File: src/rtl/noc_mon_pkg.sv
// Shared definitions for the NoC traffic monitor.
//
// Holds the measurement FSM state encoding and the default widths used by
// the monitor, its link interface and the saturating counters.
package noc_mon_pkg;

   localparam int DEF_NUM_PE      = 4;
   localparam int DEF_DATA_WIDTH  = 32;
   localparam int DEF_COUNT_WIDTH = 32;

   // IDLE: waiting for a start. RUN: counting. DONE: target reached, counts frozen.
   typedef enum logic [1:0] {
      ST_IDLE = 2'd0,
      ST_RUN  = 2'd1,
      ST_DONE = 2'd2
   } mon_state_t;

endpackage

File: src/rtl/noc_traffic_monitor_if.sv
// Observation bundle for the NoC-to-PE delivery links.
//
// Signals:
//   i_data       - flattened flits, port p at slice p, destination address in
//                  the MSBs of each flit above the payload
//   i_data_valid - per-port valid seen on the link
//   i_data_ready - per-port ready seen on the link
// Modports:
//   master - whoever drives the links (the NoC side, or a testbench)
//   slave  - a passive observer such as the traffic monitor
interface noc_mon_if
   import noc_mon_pkg::*;
#(
   parameter int NUMPE     = DEF_NUM_PE,
   parameter int AddrWidth = $clog2(NUMPE),
   parameter int DataWidth = DEF_DATA_WIDTH
);

   logic [NUMPE*(DataWidth+AddrWidth)-1:0] i_data;
   logic [NUMPE-1:0]                       i_data_valid;
   logic [NUMPE-1:0]                       i_data_ready;

   modport master (output i_data, i_data_valid, i_data_ready);
   modport slave  (input  i_data, i_data_valid, i_data_ready);

endinterface

File: src/rtl/noc_mon_sat_counter.sv
// Saturating up-counter used for every statistic of the traffic monitor.
//
// Ports:
//   clk, rst - clock and synchronous active-high reset
//   clear    - synchronous zeroing, same effect as rst
//   inc      - amount added this cycle (0 leaves the count unchanged)
//   count    - registered count, sticks at all-ones instead of wrapping
//   sat      - high in a cycle whose increment lands on or beyond all-ones,
//              i.e. the counter is saturated after this edge
module noc_mon_sat_counter #(
   parameter int Width    = 32,
   parameter int IncWidth = 1
) (
   input  logic                clk,
   input  logic                rst,
   input  logic                clear,
   input  logic [IncWidth-1:0] inc,
   output logic [Width-1:0]    count,
   output logic                sat
);

   localparam int             SumW    = Width + 1;
   localparam logic [SumW-1:0] MaxWide = {1'b0, {Width{1'b1}}};

   logic [SumW-1:0]  sum_wide;
   logic [Width-1:0] count_d;

   // The add is done one bit wider so a carry out is seen and clamped
   // rather than wrapped.
   always_comb begin
      sum_wide = {1'b0, count} + SumW'(inc);
      sat      = (inc != '0) && (sum_wide >= MaxWide);
      count_d  = (sum_wide > MaxWide) ? {Width{1'b1}} : sum_wide[Width-1:0];
   end

   always_ff @(posedge clk) begin
      if (rst || clear) begin
         count <= '0;
      end else begin
         count <= count_d;
      end
   end

endmodule

File: src/rtl/noc_traffic_monitor.sv
// Passive traffic monitor for the NoC-to-PE delivery ports.
//
// A measurement starts on i_start, counts every accepted flit (valid and
// ready both high) per port, in total, and as misrouted when the flit's
// address field differs from the port it arrived on, and finishes once the
// total reaches the expected packet count latched at start.
//
// Ports:
//   clk, rst           - clock, synchronous active-high reset
//   i_start            - start a measurement (ignored while running)
//   i_clear            - abort and zero everything; beats i_start
//   i_expected         - packet target, latched when a start is accepted
//   link               - observed delivery links (slave modport)
//   o_busy             - measurement running
//   o_done             - target reached (level)
//   o_done_pulse       - first cycle of o_done only
//   o_total_count      - accepted packets, all ports
//   o_cycle_count      - cycles spent running
//   o_misroute_count   - accepted packets whose address did not match the port
//   o_port_count       - per-port accepted packets, port p at slice p
//   o_overflow         - sticky, some counter reached all-ones
module noc_traffic_monitor
   import noc_mon_pkg::*;
#(
   parameter int NUMPE      = DEF_NUM_PE,
   parameter int AddrWidth  = $clog2(NUMPE),
   parameter int DataWidth  = DEF_DATA_WIDTH,
   parameter int CountWidth = DEF_COUNT_WIDTH
) (
   input  logic                        clk,
   input  logic                        rst,
   input  logic                        i_start,
   input  logic                        i_clear,
   input  logic [CountWidth-1:0]       i_expected,
   noc_mon_if.slave                    link,
   output logic                        o_busy,
   output logic                        o_done,
   output logic                        o_done_pulse,
   output logic [CountWidth-1:0]       o_total_count,
   output logic [CountWidth-1:0]       o_cycle_count,
   output logic [CountWidth-1:0]       o_misroute_count,
   output logic [NUMPE*CountWidth-1:0] o_port_count,
   output logic                        o_overflow
);

   localparam int FlitWidth = DataWidth + AddrWidth;
   localparam int SumWidth  = $clog2(NUMPE + 1);
   localparam int TotW      = CountWidth + 1;

   mon_state_t state_q, state_d;

   logic                  start_accept;
   logic                  clear_counts;
   logic                  run_active;
   logic                  target_hit;
   logic [CountWidth-1:0] expected_q;
   logic [NUMPE-1:0]      accepted;
   logic [NUMPE-1:0]      misrouted;
   logic [SumWidth-1:0]   accepted_sum;
   logic [SumWidth-1:0]   misrouted_sum;
   logic [TotW-1:0]       total_wide;
   logic [NUMPE-1:0]      port_sat;
   logic                  total_sat;
   logic                  cycle_sat;
   logic                  misroute_sat;

   assign run_active   = (state_q == ST_RUN);
   assign clear_counts = i_clear | start_accept;

   // Packets only count while running; the misroute test compares each
   // flit's address field with the index of the port it was delivered on.
   always_comb begin
      accepted      = '0;
      misrouted     = '0;
      accepted_sum  = '0;
      misrouted_sum = '0;
      for (int p = 0; p < NUMPE; p++) begin
         accepted[p]   = run_active & link.i_data_valid[p] & link.i_data_ready[p];
         misrouted[p]  = accepted[p] &&
                         (link.i_data[p*FlitWidth+DataWidth +: AddrWidth] != AddrWidth'(p));
         accepted_sum  = accepted_sum + SumWidth'(accepted[p]);
         misrouted_sum = misrouted_sum + SumWidth'(misrouted[p]);
      end
   end

   // The target test uses the unclamped sum; clamping can only land on
   // all-ones, which is never below a CountWidth-bit target, so the result
   // matches a test on the saturated total and an overshoot still finishes.
   assign total_wide = {1'b0, o_total_count} + TotW'(accepted_sum);
   assign target_hit = (total_wide >= {1'b0, expected_q});

   // State register.
   always_ff @(posedge clk) begin
      if (rst) begin
         state_q <= ST_IDLE;
      end else begin
         state_q <= state_d;
      end
   end

   // Next state. Clear wins over everything else; a start is only taken
   // from IDLE or DONE, so a start pulse during RUN has no effect.
   always_comb begin
      state_d      = state_q;
      start_accept = 1'b0;
      if (i_clear) begin
         state_d = ST_IDLE;
      end else begin
         case (state_q)
            ST_IDLE, ST_DONE: begin
               if (i_start) begin
                  start_accept = 1'b1;
                  state_d      = ST_RUN;
               end
            end
            ST_RUN: begin
               if (target_hit) begin
                  state_d = ST_DONE;
               end
            end
            default: state_d = ST_IDLE;
         endcase
      end
   end

   // Status flags are registered from the next state so they line up with
   // the counters that update on the same edge.
   always_ff @(posedge clk) begin
      if (rst) begin
         o_busy       <= 1'b0;
         o_done       <= 1'b0;
         o_done_pulse <= 1'b0;
      end else begin
         o_busy       <= (state_d == ST_RUN);
         o_done       <= (state_d == ST_DONE);
         o_done_pulse <= (state_d == ST_DONE) && (state_q != ST_DONE);
      end
   end

   // Target is captured only when a measurement actually starts.
   always_ff @(posedge clk) begin
      if (rst) begin
         expected_q <= '0;
      end else if (start_accept) begin
         expected_q <= i_expected;
      end
   end

   // Overflow is sticky for the whole measurement and only a new start,
   // a clear or reset drops it.
   always_ff @(posedge clk) begin
      if (rst || clear_counts) begin
         o_overflow <= 1'b0;
      end else if ((|port_sat) || total_sat || cycle_sat || misroute_sat) begin
         o_overflow <= 1'b1;
      end
   end

   for (genvar p = 0; p < NUMPE; p++) begin : g_port
      noc_mon_sat_counter #(
         .Width    (CountWidth),
         .IncWidth (1)
      ) u_port_cnt (
         .clk   (clk),
         .rst   (rst),
         .clear (clear_counts),
         .inc   (accepted[p]),
         .count (o_port_count[p*CountWidth +: CountWidth]),
         .sat   (port_sat[p])
      );
   end

   noc_mon_sat_counter #(
      .Width    (CountWidth),
      .IncWidth (SumWidth)
   ) u_total_cnt (
      .clk   (clk),
      .rst   (rst),
      .clear (clear_counts),
      .inc   (accepted_sum),
      .count (o_total_count),
      .sat   (total_sat)
   );

   noc_mon_sat_counter #(
      .Width    (CountWidth),
      .IncWidth (1)
   ) u_cycle_cnt (
      .clk   (clk),
      .rst   (rst),
      .clear (clear_counts),
      .inc   (run_active),
      .count (o_cycle_count),
      .sat   (cycle_sat)
   );

   noc_mon_sat_counter #(
      .Width    (CountWidth),
      .IncWidth (SumWidth)
   ) u_misroute_cnt (
      .clk   (clk),
      .rst   (rst),
      .clear (clear_counts),
      .inc   (misrouted_sum),
      .count (o_misroute_count),
      .sat   (misroute_sat)
   );

endmodule

File: src/flat_wrapper.sv
// flat-port wrapper written by rule: the top's interface ports become plain ports
module noc_traffic_monitor_flat import noc_mon_pkg::*;
#(
   parameter int NUMPE      = DEF_NUM_PE,
   parameter int AddrWidth  = $clog2(NUMPE),
   parameter int DataWidth  = DEF_DATA_WIDTH,
   parameter int CountWidth = DEF_COUNT_WIDTH
)
  (clk, rst, i_start, i_clear, i_expected, o_busy, o_done, o_done_pulse, o_total_count, o_cycle_count, o_misroute_count, o_port_count, o_overflow, link_i_data, link_i_data_valid, link_i_data_ready);
  noc_mon_if #(.NUMPE(NUMPE), .AddrWidth(AddrWidth), .DataWidth(DataWidth)) link_i ();
  input  logic clk;
  input  logic rst;
  input  logic i_start;
  input  logic i_clear;
  input  logic [CountWidth-1:0] i_expected;
  output logic o_busy;
  output logic o_done;
  output logic o_done_pulse;
  output logic [CountWidth-1:0] o_total_count;
  output logic [CountWidth-1:0] o_cycle_count;
  output logic [CountWidth-1:0] o_misroute_count;
  output logic [NUMPE*CountWidth-1:0] o_port_count;
  output logic o_overflow;
  input wire logic [$bits(link_i.i_data)-1:0] link_i_data;
  input wire logic [$bits(link_i.i_data_valid)-1:0] link_i_data_valid;
  input wire logic [$bits(link_i.i_data_ready)-1:0] link_i_data_ready;
  assign link_i.i_data = link_i_data;
  assign link_i.i_data_valid = link_i_data_valid;
  assign link_i.i_data_ready = link_i_data_ready;
  noc_traffic_monitor #(.NUMPE(NUMPE), .AddrWidth(AddrWidth), .DataWidth(DataWidth), .CountWidth(CountWidth)) u_core (.clk(clk), .rst(rst), .i_start(i_start), .i_clear(i_clear), .i_expected(i_expected), .link(link_i), .o_busy(o_busy), .o_done(o_done), .o_done_pulse(o_done_pulse), .o_total_count(o_total_count), .o_cycle_count(o_cycle_count), .o_misroute_count(o_misroute_count), .o_port_count(o_port_count), .o_overflow(o_overflow));
endmodule
File: config.mk
export PLATFORM = sky130hd
export DESIGN_NAME = noc_traffic_monitor_flat
export DESIGN_NICKNAME = d
export VERILOG_FILES = /design/src/rtl/noc_mon_pkg.sv /design/src/rtl/noc_traffic_monitor_if.sv /design/src/rtl/noc_mon_sat_counter.sv /design/src/rtl/noc_traffic_monitor.sv /design/src/flat_wrapper.sv
export SDC_FILE = /design/constraint.sdc
export NUM_CORES = 1
export LEC_CHECK = 0
export ABC_AREA = 0
export CORE_ASPECT_RATIO = 1.1
export CORE_MARGIN = 2
export CORE_UTILIZATION = 44
export DETAILED_ROUTE_END_ITERATION = 7
export GPL_TIMING_DRIVEN = 0
export PLACE_DENSITY_LB_ADDON = 0.05
export SLEW_MARGIN = 20
export SYNTH_ARGS = -nofsm -noshare
export SYNTH_HDL_FRONTEND = slang
export SYNTH_SLANG_ARGS = --single-unit
File: constraint.sdc
create_clock -name clk -period 4.4 [get_ports clk]
set_input_delay 0.44 -clock clk [delete_from_list [all_inputs] [get_ports clk]]
set_output_delay 0.44 -clock clk [all_outputs]
set_load 0.02 [all_outputs]
# Word-level counts from Yosys, hierarchy flattened

Cells that the tools add are included.

Flip-flop bits (word level): 262
Bits of input ports: 180
Output and inout bits: 228
Logic and storage cells: 94

Add/sub/neg operators: 13
Order comparisons: 15
Equal/unequal tests: 8
Multiplexer cells: 14
Bitwise gates (word level): 9
Reduce and logical (&&, ||, !) cells: 22

Operators with widths:

| operator                                                                               | number |
|---|---|
| 33-bit by 32-bit greater-or-equal comparator with 1-bit output (second input constant) | 7 |
| 33-bit by 32-bit > comparator with 1-bit output (second input constant)                | 7 |
| 32-bit two-way mux                                                                     | 7 |
| 32-bit by 1-bit adder with 33-bit output                                               | 5 |
| 32-bit by 3-bit adder with 33-bit output                                               | 2 |
| 33-bit by 32-bit greater-or-equal comparator with 1-bit output                         | 1 |
| 3-bit by 1-bit adder with 3-bit output                                                 | 4 |
| 1-bit logical AND                                                                      | 12 |
| 1-bit bitwise AND                                                                      | 8 |
| 2-bit two-way mux                                                                      | 3 |
| 2-bit != test (second input constant)                                                  | 3 |
| 3-bit nonzero test                                                                     | 2 |
| 1-bit by 1-bit adder with 2-bit output                                                 | 2 |
| 2-bit by 1-bit == test with 1-bit output (second input constant)                       | 2 |
| 2-bit == test (second input constant)                                                  | 2 |
| 1-bit logical OR                                                                       | 4 |
| 2-bit case mux with 2 select lines                                                     | 1 |
| 4-bit OR reduction                                                                     | 1 |
| 1-bit two-way mux                                                                      | 3 |
| 2-bit logical NOT                                                                      | 1 |
| 2-bit by 1-bit != test with 1-bit output (second input constant)                       | 1 |
| 2-bit nonzero test                                                                     | 1 |
| 2-bit OR reduction                                                                     | 1 |
| 1-bit OR                                                                               | 1 |

# Longest topological paths before layout

Gate-level depths: netlist of the first run.

Depth in word-level cells: 13
Mapped depth: 27
Depth with buffers taken out: 26

# Hierarchy

From an unflattened synthesis of the first run, not the netlist that was laid out.

Cell total of the unflattened synthesis: 1901
Area, all modules: 15695.1 um^2

By module, submodules not included:

| module                                                | instances | cells each | area each (um^2) | seq. area each (um^2) |
|---|---|---|---|---|
| noc_mon_sat_counter (u_core.g_port[0].u_port_cnt ...) | 5         | 221        | 1826.8           | 640.6 |
| noc_mon_sat_counter (u_core.u_misroute_cnt ...)       | 2         | 203        | 1796.7           | 640.6 |
| noc_traffic_monitor                                   | 1         | 390        | 2967.8           | 760.7 |

# Least setup slack after synthesis of the first run

No wires, ideal clock.

Path kind: register -> register
From: register u_core.state_q[0]
To: register u_core.o_done
Library setup time: 119 ps
Arrival: 4804 ps
Required time: 4281 ps
Setup slack: -524 ps
Stages on the path, launching flop included: 26
Path buffers: 1
Period minus slack after synthesis: 4924 ps
Path through: dfxtp_1 -> nor2b_1 -> clkbuf_1 -> and3_1 -> ha_1 -> inv_1 -> fa_1 -> inv_1 -> ha_1 -> inv_1 -> fa_1 -> nor2b_1 -> o21ai_2 -> or4b_4 -> xnor2_1 -> ha_1 -> a21oi_1 -> nor2b_1 -> o21ai_0 -> nand2b_1 -> a21oi_1 -> nor2b_1 -> o21ai_0 -> and3_1 -> a31oi_1 -> o21bai_1

Cells in the longest elaborated chain, start to end: 12
Elaborated cells between the ends (all ways): 22
Those cells by class: add/sub: 4; order compare: 1; eq/ne: 3; mux: 4; bitwise: 8; reduce/logical: 2

Ends and longest elaborated chain:

| what                                                           | line                                                  | RTL |
|---|---|---|
| from (decl)                                                    | noc_traffic_monitor.sv:50                             | `mon_state_t state_q, state_d;` |
| from (signal assigned)                                         | noc_traffic_monitor.sv:97                             | `state_q <= state_d;` |
| 2-bit by 1-bit == test with 1-bit output                       | noc_traffic_monitor.sv:67, noc_traffic_monitor.sv:109 |  |
| 1-bit bitwise AND (2 in series)                                | noc_traffic_monitor.sv:78                             | `accepted[p] = run_active & link.i_data_valid[p] & link.i_data_ready[p];` |
| 1-bit by 1-bit adder with 2-bit output                         | noc_traffic_monitor.sv:81                             | `accepted_sum = accepted_sum + SumWidth'(accepted[p]);` |
| 3-bit by 1-bit adder with 3-bit output (2 in series)           | noc_traffic_monitor.sv:81                             |  |
| 32-bit by 3-bit adder with 33-bit output                       | noc_traffic_monitor.sv:89                             | `assign total_wide = {1'b0, o_total_count} + TotW'(accepted_sum);` |
| 33-bit by 32-bit greater-or-equal comparator with 1-bit output | noc_traffic_monitor.sv:90                             | `assign target_hit = (total_wide >= {1'b0, expected_q});` |
| 2-bit two-way mux                                              | noc_traffic_monitor.sv:117                            | `if (target_hit) begin` |
| 2-bit case mux with 2 select lines *                           | noc_traffic_monitor.sv:109                            | `case (state_q)` |
| 2-bit two-way mux *                                            | noc_traffic_monitor.sv:106                            | `if (i_clear) begin` |
| 2-bit == test *                                                | noc_traffic_monitor.sv:135                            | `o_done <= (state_d == ST_DONE);` |
| to (signal assigned)                                           | noc_traffic_monitor.sv:135                            |  |
| to (decl)                                                      | noc_traffic_monitor.sv:37                             | `output logic o_done,` |

Mark *: on every way between the ends. The rest lies on a longest branch, timed or not.
A chain may end at the register's enable or synchronous reset.

# Final worst setup path of the first run

Ends and elaborated chain as after synthesis.

==> results of run 1 <==
## how the worst max path moves through the flow
stage / startpoint / to / slack [ps] / cells past startpoint
5_1_grt: u_core.state_q[0] / u_core.o_done / -690 / 25
4_1_cts: u_core.state_q[0] / u_core.o_done / -440 / 22
6_report: u_core.state_q[0] / u_core.o_done / -480 / 25
3_3_place_gp: link_i_data_ready[1] / u_core.o_done / -1420 / 24
2_1_floorplan: u_core.state_q[0] / u_core.o_done / -150 / 25
3_5_place_dp: link_i_data_ready[1] / u_core.o_done / -1520 / 24
## flip-flops by register name, indices dropped and copies added, names as in the netlist
signal                          count
u_core.g_port.u_port_cnt.count    128
u_core.o_overflow                   1
u_core.u_misroute_cnt.count        32
u_core.o_done                       1
u_core.o_busy                       1
u_core.u_cycle_cnt.count           32
u_core.o_done_pulse                 1
u_core.expected_q                  32
u_core.u_total_cnt.count           32
u_core.state_q                      2
## kinds of logic (layout without fill, tap and decap cells)
| logic type | Yosys count | after routing | synth area share |
|---|---|---|---|
| AO/OA/AOI/OAI | 407 | 407 | 0.156 |
| AND/OR/NAND/NOR | 695 | 695 | 0.254 |
| flip-flops | 262 | 262 | 0.363 |
| buffers and inverters | 203 | 564 | 0.0552 |
| adder cells (fa/ha/maj) | 56 | 56 | 0.0506 |
| XOR/XNOR | 196 | 196 | 0.119 |
| multiplexers | 2 | 2 | 0.00147 |
## what timing repair did
item                       CTS  global route
setup endpoints to repair   37            37
pin swaps                   23            23
setup buffers               23             9
gates resized for setup     42            27
## area by class of cell
| type | count | area [um^2] |
|---|---|---|
| clock buffer | 38 | 840 |
| multi-input combinational | 1356 | 8770 |
| clock inverter | 15 | 188 |
| buffer | 97 | 414 |
| inverter | 104 | 395 |
| tap | 426 | 533 |
| sequential | 262 | 5250 |
| timing repair buffer | 310 | 3040 |
| fill | 2935 | 12900 |
## worst register-to-register path, delay by kind of cell (launching register included)
kind                     cells  cell delay [ps]
flip-flops                   1              330
buffers and inverters        4              350
XOR/XNOR                     1              270
AND/OR/NAND/NOR              8             1600
AO/OA/AOI/OAI                7              840
adder cells (fa/ha/maj)      5             1390
## cells in the mapped netlist (all sizes together) (15+ instances only)
cell type / n / share of area
a21oi: 294 / 0.10
dfxtp: 262 / 0.36
nand2: 204 / 0.054
xor2: 118 / 0.072
inv: 104 / 0.027
nand3: 103 / 0.036
nor2: 100 / 0.026
clkbuf: 83 / 0.022
xnor2: 78 / 0.047
nand4: 70 / 0.032
ha: 52 / 0.045
and3: 45 / 0.020
nor4: 33 / 0.017
nor3: 32 / 0.013
o21ai: 27 / 0.0096
a31oi: 20 / 0.0087
and4: 18 / 0.011
buf: 16 / 0.0065
nand2b: 15 / 0.0065
## metrics by stage
stage / hold WS, ps / setup WS, ps / std cells / utilization / power (mW)
6_report: 306 / -479 / 2608 / 0.602 / 5.22
3_3_place_gp: 439 / -1420 / 2525 / 0.552 / 2.65
4_1_cts: 277 / -444 / 2600 / 0.596 / 5.27
3_5_place_dp: 445 / -1520 / 2525 / 0.552 / 2.65
2_1_floorplan: 427 / -148 / 1821 / - / 2.55
5_1_grt: 326 / -690 / 2608 / 0.602 / 5.39
## power by group through the flow
stage	Sequential, mW	Combinational, mW	Clock (mW)
CTS	2.40	0.228	2.65
finish	2.40	0.231	2.59
floorplan	2.45	0.105	0
global route	2.40	0.252	2.74
global placement	2.45	0.202	0
detailed placement	2.45	0.205	0
## metal layers
metal,up-vias,routed length (um)
met1,6859,19900
li1,7086,-
met3,60,3360
met4,0,1110
met2,399,21000
met5,-,0
==> flow_metrics.py, run 1 <==
metrics = {
    "power_and_ir_drop": {
        "irDropWorstVdd_mv": 0.268,
        "p_switching_mw": 1.16,
        "p_comb_frac": 0.044,
        "power_density_mw_per_mm2": 269,
        "swShare": 0.223,
        "p_int_mw": 4.06,
        "p_clk_frac": 0.497,
        "p_leak_nw": 6.63,
        "seqPwrFrac": 0.459,
    },
    "clocking": {
        "path_clk_slew_ps": 60,
        "ctsHoldBuffers": 0,
        "insertion_delay_ps": 550,
        "cts.sink_count": 262,
        "clockRootBuffer": "clkbuf_16",
        "cts_tree": "yes",
        "cts_max_level": 1,
        "clk_path_buf_depth": 3,
        "cts_buffers": 29,
    },
    "die": {
        "die_w_um": 177,
        "die_h_um": 194,
        "ios": 408,
        "core_mm2": 0.0323,
        "die_area_mm2": 0.0343,
        "num_rows": 69,
        "start_util": 0.447,
    },
    "logic_synthesis": {
        "synth.ff_latch_count": 262,
        "syn-cell-area_mm2": 0.0144,
        "yosysWarnings": 0,
        "synth_async_sr_flop_share": 0,
        "seq_area_frac_synth": 0.363,
        "synth_edf_count": 0,
        "avgSynthCellArea_um2": 7.93,
        "ys.flop_type": "dfxtp_1",
        "synth_cell_types": 76,
        "syn_nets": 2057,
        "syn_inst": 1821,
    },
    "hold_path": {
        "whs_path_depth": 2,
        "min_from": "rst",
        "hold_path.class": "input port to flip-flop",
        "holdPathEnd": "u_core.expected_q[26]",
    },
    "final_layout": {
        "final_common_cell": "a21oi_1",
        "nNetsFinal": 2396,
        "design_area_mm2": 0.0194,
        "syn2layout_area_growth_pct": 34.5,
        "antenna_cells": 0,
        "layout_common_cells": "a21oi_1 (291), clkdlybuf4s50_1 (278), dfxtp_1 (261), nand2_1 (202), xor2_1 (116)",
        "drive_gt1_frac": 0.0820,
    },
    "drt": {
        "via_per_inst": 5.52,
        "route.detailed.wl_per_inst_um": 17.4,
        "drc": 0,
        "vias": 14400,
        "wirelength_mm": 45.3,
        "dr.pass1.iters": 7,
        "antenna_left": 0,
        "drt-initial-drc-count": 1152,
    },
    "setup_path": {
        "critPathSlowestCell": "or4b_4",
        "worstPathMaxFanout": 7,
        "crit_path_start_kind": "flip-flop",
        "cpLargestDelayFamily": "simple AND/OR/NAND/NOR gates",
        "r2r_cells": 25,
        "arrival_ps": 5310,
        "critPathRequiredTime_ps": 4830,
        "critPathBufInv": 4,
        "r2r_slack_ps": -480,
        "slowest_delay_ps": 640,
        "crit_path_end_kind": "flip-flop",
        "r2r_end": "u_core.o_done",
        "critPathKind": "flip-flop to flip-flop",
        "reg2reg_from": "u_core.state_q[0]",
    },
    "timing": {
        "timing.final.crit_share": 1.11,
        "rsz0062_at_grt": "yes",
        "setup_tns_ps": -2500,
        "maxSlewViolCount": 0,
        "slew_headroom": 0.356,
        "fmax_mhz": 205,
        "layout_setup_ws_ps": -479,
        "hold_viol": 0,
        "clock_skew_ps": 12.7,
        "worst_pin_slew_ps": 957,
        "post-route-min-period_ps": 4880,
        "setup_viol": 6,
    },
    "placement": {
        "numPortBuffers": 278,
        "gp_congestion": 0.913,
        "dpl-instance-area_mm2": 0.0178,
        "place_hpwl_mm": 33.6,
    },
    "global_routing": {
        "globalRouteOverflowTotal": 0,
        "use_met3": 0.0602,
        "grt_pass1_wl_mm": 71.6,
        "gr-usage-met2": 0.418,
        "grt_antenna_before_repair": 0,
        "grt_busiest_layer": "met2",
        "grt_pass1_vias": 13600,
        "grt_start_max_net_pins": 14,
        "track_usage": 0.256,
        "grt.met1_usage": 0.337,
    },
    "outcome": {
        "run_status": "finished with violations",
        "violations": "setup timing",
    },
    "run": {
        "cap_violations": 0,
    },
}
No activity file was read; power rests on OpenSTA's default activity.
==> inputs of run 2 (changes only) <==
- PLACE_DENSITY: unset -> 0.85
- PLACE_DENSITY_LB_ADDON: 0.05 -> unset
==> run 2 against run 1 <==
The run still ends with setup timing left; core utilization is 0.12 points higher; via count is 3.6% higher; flip-flop and latch count stayed put; critical path type unchanged.
==> flow_metrics.py, run 2 (synthesis gave the netlist of run 1 again) <==
metrics = {
    "outcome": {
        "run_status": "finished with violations",
        "violations": "setup timing",
    },
    "drt": {
        "route.detailed.wl_per_inst_um": 18.0,
        "antenna_left": 0,
        "drc": 0,
        "wirelength_mm": 46.9,
        "vias": 14900,
        "drt-initial-drc-count": 1207,
        "via_per_inst": 5.72,
        "dr.pass1.iters": 6,
    },
    "final_layout": {
        "largest_register_ffs": 128,
        "antenna_cells": 0,
        "syn2layout_area_growth_pct": 34.8,
        "fin_cells": 2609,
        "drive_gt1_frac": 0.0829,
        "final_common_cell": "a21oi_1",
        "layout_common_cells": "a21oi_1 (289), clkdlybuf4s50_1 (278), dfxtp_1 (261), nand2_1 (202), xor2_1 (114)",
        "nNetsFinal": 2397,
        "fill_cells": 2744,
        "regMostFlops": "u_core.g_port.u_port_cnt.count",
    },
    "clocking": {
        "cts_tree": "yes",
        "cts_max_level": 1,
        "cts_buffers": 29,
        "clk_path_buf_depth": 3,
        "cts.sink_count": 262,
        "clockRootBuffer": "clkbuf_16",
        "path_clk_slew_ps": 60,
        "ctsHoldBuffers": 0,
        "insertion_delay_ps": 550,
    },
    "timing": {
        "fmax_mhz": 204,
        "worst_pin_slew_ps": 1060,
        "setup_viol": 6,
        "rsz0062_at_grt": "yes",
        "clock_skew_ps": 9.17,
        "post-route-min-period_ps": 4910,
        "timing.final.crit_share": 1.12,
        "layout_setup_ws_ps": -514,
        "slew_headroom": 0.286,
        "hold_viol": 0,
        "maxSlewViolCount": 0,
    },
    "hold_path": {
        "whs_path_depth": 2,
        "hold_path.class": "input port to flip-flop",
    },
    "setup_path": {
        "critPathSlowestCell": "or4b_4",
        "critPathKind": "flip-flop to flip-flop",
        "worstPathMaxFanout": 7,
        "critPathBufInv": 6,
        "crit_path_frequent_cell": "inv_2",
        "path_depth": 23,
        "crit_path_end_kind": "flip-flop",
        "path_cells": "nor2b_4 > buf_12 > and3_4 > ha_4 > inv_2 > fa_1 > inv_2 > ha_4 > inv_2 > fa_2 > nor2b_4 > o21ai_4 > or4b_4 > nor2_4 > xor2_2 > ha_1 > nand4_1 > nor4_4 > buf_4 > o31ai_2 > buf_4 > a31oi_4 > o21bai_1",
        "critPathRequiredTime_ps": 4880,
        "crit_path_start_kind": "flip-flop",
        "r2r_cells": 23,
        "slowest_delay_ps": 620,
        "cpLargestDelayFamily": "simple AND/OR/NAND/NOR gates",
        "arrival_ps": 5390,
    },
    "global_routing": {
        "track_usage": 0.261,
        "grt_start_max_net_pins": 14,
        "grt_antenna_before_repair": 0,
        "grt_pass1_wl_mm": 73.5,
        "globalRouteOverflowTotal": 0,
        "grt_pass1_vias": 14300,
    },
    "placement": {
        "dp.cells": 2525,
        "post-place-ws_ps": -1340,
        "place_hpwl_mm": 33.9,
        "gp_congestion": 0.944,
        "numPortBuffers": 278,
    },
    "die": {
        "core_mm2": 0.0323,
        "num_rows": 69,
        "die_area_mm2": 0.0343,
        "die_w_um": 177,
        "start_util": 0.447,
        "ios": 408,
        "die_h_um": 194,
    },
    "power_and_ir_drop": {
        "p_switching_mw": 1.18,
        "p_comb_frac": 0.044,
        "p_int_mw": 4.17,
        "irDropWorstVdd_mv": 0.236,
        "p_clk_frac": 0.507,
        "swShare": 0.221,
        "power_density_mw_per_mm2": 275,
        "seqPwrFrac": 0.448,
        "p_leak_nw": 6.61,
    },
    "run": {
        "cap_violations": 0,
    },
}
-- run 2: cell types whose count changed in the layout (fill, tap and decap cells not counted), sizes merged --
cell      previous run  this run
clkinvlp             5         1
bufinv               4         6
inv                103       104
buf                 49        51
-- run 2: worst register-to-register path, cell delays in order, from the launching register on --
cell	delay [ps]
dfxtp_2	330
nor2b_4	130
buf_12	150
and3_4	180
ha_4	260
inv_2	30
fa_1	480
inv_2	90
ha_4	130
inv_2	40
fa_2	390
nor2b_4	160
o21ai_4	70
or4b_4	620
nor2_4	170
xor2_2	100
ha_1	300
nand4_1	180
nor4_4	320
buf_4	170
o31ai_2	50
buf_4	160
a31oi_4	190
o21bai_1	130
-- run 2: per-stage QoR --
| step | TNS [ps] | instance area (um^2) | hold WS, ps | power [mW] | utilization |
|---|---|---|---|---|---|
| floorplan | -360 | 14500 | 427 | 2.55 | - |
| global placement | -8220 | 17800 | 438 | 2.65 | 0.552 |
| detailed placement | -11450 | 17800 | 446 | 2.65 | 0.552 |
| CTS | -2310 | 19400 | 260 | 5.37 | 0.601 |
| global route | -3860 | 19500 | 329 | 5.49 | 0.603 |
| finish | -2600 | 19500 | 314 | 5.35 | 0.603 |
-- run 2: routing by layer --
layer | vias to the layer above | global-route usage | wire length [um] | part of all wire
met1 | 7097 | 0.329 | 19200 | 0.41
met2 | 641 | 0.435 | 22000 | 0.47
met4 | 0 | 0.103 | 1760 | 0.037
met5 | - | 0 | 0 | 0
li1 | 7067 | - | - | -
met3 | 122 | 0.0514 | 3960 | 0.085
-- run 2: final timing paths --
check / from / end / slack, ps
max: u_core.state_q[0] / u_core.o_done / -510
min: rst / u_core.expected_q[25] / 310
max reg2reg: u_core.state_q[0] / u_core.o_done / -510
min reg2reg: u_core.expected_q[23] / u_core.expected_q[23] / 460
-- run 2: cell type report --
class,count,area [um^2],area share
multi-input combinational,1356,8770,0.450
sequential,262,5250,0.270
timing repair buffer,312,3050,0.157
clock buffer,39,833,0.0428
tap,426,533,0.0274
buffer,96,402,0.0206
inverter,104,395,0.0203
clock inverter,14,234,0.0120
-- run 2: power groups by stage --
stage	Sequential, mW	Clock (mW)	Combinational [mW]
after floorplan	2.45	0	0.105
after global placement	2.45	0	0.199
after detailed placement	2.45	0	0.204
after CTS	2.40	2.74	0.230
after global routing	2.40	2.84	0.255
final	2.40	2.71	0.236
-- run 2: repair_timing --
| item | 4_1_cts | 5_1_grt |
|---|---|---|
| cloned | 0 | 0 |
| gates resized for setup | 55 | 11 |
| pin swaps | 28 | 18 |
| setup buffers | 30 | 5 |
| setup endpoints to repair | 36 | 21 |
